**src/rtl/sha256_pkg.sv**
```systemverilog
`default_nettype none
// ============================================================================
//  Module      : sha256_pkg
//  Description : Shared constants and state type for the SHA-256 message
//                padder block.
//  Revision    : 1.0 - initial release
// ============================================================================
package sha256_pkg;

    localparam int         WORDS_PER_BLOCK = 8;
    localparam int         LEN_W           = 64;
    localparam logic [7:0] PAD_BYTE        = 8'h80;

    typedef enum logic [0:0] {
        S_FILL = 1'b0,
        S_SEND = 1'b1
    } state_t;

endpackage
`default_nettype wire

```
**src/rtl/data_masker.sv**
```systemverilog
`default_nettype none
// ============================================================================
//  Module      : data_masker
//  Description : Zeroes the padbytes_i least-significant bytes of a word when
//                enabled; passes the word through unchanged otherwise.
//  Revision    : 1.0 - initial release
// ============================================================================
module data_masker #(
    parameter  int width_p = 64,
    localparam int PB_W    = $clog2(width_p / 8)
) (
    input  logic [width_p-1:0] data_i,
    input  logic [PB_W-1:0]    padbytes_i,
    input  logic               en_i,
    output logic [width_p-1:0] data_o
);

    // Byte b (counted from the LSB) is invalid when b < padbytes_i.
    for (genvar b = 0; b < width_p / 8; b++) begin : g_byte
        assign data_o[8*b +: 8] = (en_i && (PB_W'(b) < padbytes_i)) ? 8'h00
                                                                    : data_i[8*b +: 8];
    end

endmodule
`default_nettype wire

```
**src/rtl/sha256_msg_padder.sv**
```systemverilog
`default_nettype none
// ============================================================================
//  Module      : sha256_msg_padder
//  Description : Packs 64-bit big-endian message words into 512-bit blocks and
//                applies SHA-256 padding (0x80 marker, zero fill, 64-bit bit
//                length). Emits an extra block when the length does not fit.
//  Revision    : 1.0 - initial release
// ============================================================================
module sha256_msg_padder
    import sha256_pkg::*;
#(
    parameter int width_p   = 64,
    parameter int block_w_p = 512
) (
    input  logic                 clk_i,
    input  logic                 reset_i,
    input  logic [width_p-1:0]   data_i,
    input  logic [2:0]           padbytes_i,
    input  logic                 last_i,
    input  logic                 valid_i,
    output logic                 ready_o,
    output logic [block_w_p-1:0] block_o,
    output logic                 block_valid_o,
    input  logic                 block_ready_i,
    output logic                 block_last_o
);

    state_t           r_state;
    logic [2:0]       r_cnt;
    logic [LEN_W-1:0] r_len;
    logic             r_extra_pending;
    logic             r_extra_pad;
    logic             r_last;
    logic [63:0]      r_slot [WORDS_PER_BLOCK];

    logic             w_accept;
    logic [63:0]      w_masked;
    logic [63:0]      w_pad_mask;
    logic [63:0]      w_word;
    logic [LEN_W-1:0] w_len_next;
    logic             w_fits;
    logic [2:0]       w_cnt_inc;

    data_masker #(
        .width_p    (64)
    ) u_masker (
        .data_i     (data_i),
        .padbytes_i (padbytes_i),
        .en_i       (last_i),
        .data_o     (w_masked)
    );

    // Word acceptance, 0x80 insertion inside the word, length and fit tests.
    always_comb begin
        w_accept   = valid_i && (r_state == S_FILL);
        w_pad_mask = {56'b0, PAD_BYTE} << {padbytes_i - 3'd1, 3'b000};
        w_word     = w_masked;
        if (last_i && (padbytes_i != 3'd0)) begin
            w_word = w_masked | w_pad_mask;
        end
        w_len_next = r_len + (last_i ? (64'd64 - {58'b0, padbytes_i, 3'b000}) : 64'd64);
        w_fits     = (r_cnt <= 3'd5) || ((r_cnt == 3'd6) && (padbytes_i != 3'd0));
        w_cnt_inc  = r_cnt + 3'd1;
    end

    // Fill/send state machine with block assembly.
    always_ff @(posedge clk_i) begin
        if (reset_i) begin
            r_state         <= S_FILL;
            r_cnt           <= 3'd0;
            r_len           <= '0;
            r_extra_pending <= 1'b0;
            r_extra_pad     <= 1'b0;
            r_last          <= 1'b0;
            for (int i = 0; i < WORDS_PER_BLOCK; i++) begin
                r_slot[i] <= '0;
            end
        end else begin
            case (r_state)
                S_FILL: begin
                    if (w_accept) begin
                        r_slot[r_cnt] <= w_word;
                        r_cnt         <= w_cnt_inc;
                        r_len         <= w_len_next;
                        if (last_i) begin
                            // Marker lands in the next slot when the last word is full.
                            if ((padbytes_i == 3'd0) && (r_cnt != 3'd7)) begin
                                r_slot[w_cnt_inc] <= {PAD_BYTE, 56'b0};
                            end
                            if (w_fits) begin
                                r_slot[7] <= w_len_next;
                                r_last    <= 1'b1;
                            end else begin
                                r_extra_pending <= 1'b1;
                                r_extra_pad     <= (padbytes_i == 3'd0) && (r_cnt == 3'd7);
                            end
                            r_state <= S_SEND;
                        end else if (r_cnt == 3'd7) begin
                            r_state <= S_SEND;
                        end
                    end
                end
                S_SEND: begin
                    if (block_ready_i) begin
                        if (r_extra_pending) begin
                            for (int i = 0; i < WORDS_PER_BLOCK - 1; i++) begin
                                r_slot[i] <= '0;
                            end
                            r_slot[0]       <= r_extra_pad ? {PAD_BYTE, 56'b0} : 64'd0;
                            r_slot[7]       <= r_len;
                            r_last          <= 1'b1;
                            r_extra_pending <= 1'b0;
                            r_extra_pad     <= 1'b0;
                        end else begin
                            r_state <= S_FILL;
                            r_cnt   <= 3'd0;
                            r_last  <= 1'b0;
                            if (r_last) begin
                                r_len <= '0;
                            end
                            for (int i = 0; i < WORDS_PER_BLOCK; i++) begin
                                r_slot[i] <= '0;
                            end
                        end
                    end
                end
                default: r_state <= S_FILL;
            endcase
        end
    end

    // Slot k maps to the k-th 64-bit field from the top of the block.
    for (genvar k = 0; k < WORDS_PER_BLOCK; k++) begin : g_slot
        assign block_o[block_w_p-1-64*k -: 64] = r_slot[k];
    end

    assign ready_o       = (r_state == S_FILL);
    assign block_valid_o = (r_state == S_SEND);
    assign block_last_o  = r_last;

endmodule
`default_nettype wire

```
**config.mk**
```make
export PLATFORM = sky130hd
export DESIGN_NAME = sha256_msg_padder
export DESIGN_NICKNAME = d
export VERILOG_FILES = /design/src/rtl/sha256_pkg.sv /design/src/rtl/data_masker.sv /design/src/rtl/sha256_msg_padder.sv
export SDC_FILE = /design/constraint.sdc
export NUM_CORES = 1
export LEC_CHECK = 0
export BUFFER_PORTS_ARGS = -buffer_cell sky130_fd_sc_hd__buf_4
export CELL_PAD_IN_SITES_DETAIL_PLACEMENT = 1
export CELL_PAD_IN_SITES_GLOBAL_PLACEMENT = 2
export CORE_MARGIN = 2
export CORE_UTILIZATION = 33
export DETAILED_ROUTE_END_ITERATION = 6
export GPL_TIMING_DRIVEN = 0
export PLACE_DENSITY = 0.88
export SETUP_SLACK_MARGIN = 0.3
export SYNTH_ARGS = -nofsm -noshare
export SYNTH_HDL_FRONTEND = slang
export SYNTH_HIERARCHICAL = 1
export SYNTH_SLANG_ARGS = --single-unit
export TNS_END_PERCENT = 10
```
**constraint.sdc**
```tcl
create_clock -name clk_i -period 5.9 [get_ports clk_i]
set_clock_uncertainty 0.1 [all_clocks]
set_input_delay 1.18 -clock clk_i [delete_from_list [all_inputs] [get_ports clk_i]]
set_output_delay 1.18 -clock clk_i [all_outputs]
set_load 0.02 [all_outputs]
```
==> impl_results.md <==
* Run status: finished clean
* Antenna viol nets, final at 0
* Most frequent cells in the layout: buf_4 (641), dfxtp_1 (580), nand2_1 (567)
* Clk sinks at 580
* Cell variety after synth at between 70 and 80
* Slowest CP cell: nor4_4
* Crit path top cell by count: ha_1
* Worst reg-to-reg path cell count at 10
* Combinational power share at 0.096
* DRC viols at 0
* Synth top area cells: dfxtp_1 (46%), a21oi_1 (10%), nand3_1 (9.1%)
* Pleak at ~0.013 µW
* Most common cell after layout, fill and taps aside: buf_4
* Vias in the first global route at 28.0k
* Worst R2R End: r_slot[7][40]
* Setup TNS at 0 ns
* Register area share after synthesis at 0.462
* Hold Path Origin: r_slot[5][35]
* Wl on met1 at between 50 and 60 mm
* Port Buffers at 577
* Critical setup path kind: primary input to register
* CP delay by family, top: simple AND/OR/NAND/NOR gates
* Worst VDD drop at approximately 180 µV
* Clk pwr share at 0.481
* CTS tree: done
* Min cycle time layout at 4.92 ns
* Final GP Congestion at 0.992
* Initial antenna violation count at 7
* Final setup vio count at 0
* WL/cell at 28.7 µm
* Critical path required time at 6.27 ns
* Largest net degree at the start of global routing at 14
* Max cap viols at 0
* Levels on crit path at 14
* Hold Path Sink: r_slot[5][35]
* Switching power at 2580 µW
* Synth Instances at 3,279
* Leading area contributor after synthesis: dfxtp_1
* Post-Syn Nets at 3,366
* Largest family of logic cells by synthesized area: simple AND/OR/NAND/NOR gates
* Critical-path cell list: buf_4 > inv_1 > ha_1 > ha_1 > and2_1 > clkbuf_1 > ha_1 > or2b_2 > a21o_1 > nor4_4 > clkbuf_1 > nand3_1 > a31oi_1 > o22ai_1
* Post-Synth Adder-Cell Area at 0.00777
* Hold Path Class: register to register
* Chip Height at 280 µm
* Buf/Inv on CP at 4
* Layout overhead on the synthesized area at 32.3%
* Detail Route met3 WL at around 12 mm
* Grt ovf at 0
* Final wirelength at around 140 mm
* Hold path cells at 2
* Clk root buf: clkbuf_16
* CP startpoint kind: primary input
* Die W at 280 µm
* Final Core Density at 0.439
* Count of final hold-check violations at 0
* Starting Density at 0.332
* Main synth FF type: dfxtp_1
* Hold_ws at 0.368 ns
* Setup Buffers After CTS at 0
* # IOs at between 500 and 600
* RSZ-0062 raised after global routing: false
* TritonCTS buffer count at 69
* Latest clock arrival within the worst-skew pair at around 0.62 ns
* Full die area at 78,400 µm²
* Hold_buf cts at 0
* Max Freq at 0.203 GHz
* Mapped Area at 25,100 µm²
* Compound-cell area share of the yosys netlist at 0.195
* Wire length of the first global-routing pass at roughly 200 mm
* Pint at around 7000 µW
* Fin area at 33,300 µm²
* Filler cell count at 9,342
* HPWL Detailed at 106 mm
* PD cells at 286 nW/µm²
* Top sig layer: met4
* Synthesized area per cell at 7.66 µm²
* PostCTS Resize Cnt at 0
* Relative slew slack at 0.0684
* Flop2flop setup slack at 1.61 ns
* Simple logic cell fraction of the synthesized area at 0.265
* Share of the synthesized area in the top cell type at 0.462
* Asr flop ratio synth at 0
* Met2 routed WL at 66.6 mm
* Row count at approximately 100
* Mux cell area share after synthesis at 0.000797
* Critical-path maximum fanout at 10
* # nets final at 4,022
* Reg-to-reg startpoint: r_cnt[0]
* Period utilization at 0.835
* Core area at 75,700 µm²
* Worst-path clk slew at around 0.060 ns
* Synthesized flop and latch total at 580
* Dpl cell area at 30,800 µm²
* Worst setup EP type: register
* CTS max path bufs at 3
* EDFF count, synth at 0
* Synth Area in XOR/XNOR at 0.00209
* Reg power frac at 0.423
* Drt pass-1 iters at 6
* Initial DRC Count at around 2.8k
* Critical path arrival at between 5 and 6 ns
* H-tree depth at 3
* Worst Tran Pin Value at 1.40 ns
* Layout cells sized above 1 at 0.207
* Switching part of the total at 0.272
* Ys Warns at 6
* Vias at 28.9k
* Max Slew Vio Count at 0
* Total GRT Usage at 0.350
* Max incr delay on CP at just under 0.6 ns
* Vias per Instance at 5.82
==> worst min-delay path: cells and delay by family (launching register included) <==
kind             cells  cell delay, ns
AND/OR/NAND/NOR      1            0.06
flip-flops           1            0.31
AO/OA/AOI/OAI        1            0.06
==> layer usage <==
layer | global-route usage | vias up
met5 | 0 | -
met4 | 0.166 | 0
met3 | 0.0676 | 335
met2 | 0.578 | 1377
met1 | 0.438 | 14400
li1 | - | 12800
==> Yosys cell counts, drive strengths merged (4+ instances only) <==
library cell / number
dfxtp: 580
a311oi: 10
xnor2: 4
and2: 61
o21ai: 125
nand3: 455
nor2b: 11
o31ai: 12
o311ai: 14
o211ai: 13
or2: 5
nand2b: 6
o41ai: 4
a21o: 11
o22ai: 10
a211oi: 8
a21oi: 504
a311o: 11
a221oi: 8
or4: 5
nand2: 568
a21boi: 8
nor3b: 4
a31oi: 89
clkbuf: 255
a41oi: 5
or3: 18
a22oi: 8
nand4: 26
nor2: 176
nand3b: 4
ha: 14
and4: 8
and3: 31
nor3: 36
a22o: 8
inv: 20
buf: 98
nor4: 17
==> power by group through the flow <==
stage	Sequential [µW]	Combinational (µW)	Clock (µW)
2_1_floorplan	4160	351	0
3_5_place_dp	4110	889	0
4_1_cts	4020	892	4580
3_3_place_gp	4100	867	0
5_1_grt	4020	938	4750
6_report	4020	910	4570
==> state kept, by name, summed over array words and instances (netlist names) <==
| name | flops |
|---|---|
| block_last_o | 1 |
| r_extra_pad | 1 |
| r_len | 61 |
| block_valid_o | 1 |
| r_cnt | 3 |
| r_slot | 512 |
| r_extra_pending | 1 |
==> kinds of logic after synthesis <==
logic type / Yosys count
XOR/XNOR: 6
adder cells (fa/ha/maj): 15
AO/OA/AOI/OAI: 862
AND/OR/NAND/NOR: 1440
multiplexers: 2
buffers and inverters: 374
flip-flops: 580
==> cell type report <==
| class | instances | area (µm²) | area share |
|---|---|---|---|
| flip-flops and latches | 580 | 11600 | 0.349 |
| clock inverters | 24 | 265 | 0.00798 |
| multi-input cells | 2325 | 11900 | 0.357 |
| inverters | 20 | 75.1 | 0.00226 |
| plain buffers | 354 | 1630 | 0.0491 |
| diodes | 5 | 12.5 | 0.000376 |
| well taps | 978 | 1220 | 0.0368 |
| repair buffers | 585 | 4440 | 0.134 |
| clock buffers | 102 | 2130 | 0.0642 |
==> stage by stage <==
stage / setup WS, ns / power [µW] / instances
finish: 0.976 / 9500 / 4973
CTS: 1.12 / 9490 / 4968
global route: 0.832 / 9710 / 4970
detailed placement: 0.499 / 4990 / 4842
global placement: 0.571 / 4970 / 4834
floorplan: 1.69 / 4510 / 3279
==> how the worst max path moves through the flow <==
stage                        startpoint       endpoint  slack (ns)
after global routing      padbytes_i[0]  r_slot[7][39]        0.83
after CTS                 padbytes_i[0]  r_slot[7][39]        1.12
final                     padbytes_i[0]  r_slot[7][39]        0.98
after global placement    padbytes_i[0]  r_slot[7][39]        0.57
after floorplan           padbytes_i[0]      r_len[41]        1.69
after detailed placement  padbytes_i[0]  r_slot[7][39]        0.50
(Power assumes the default switching activity.)
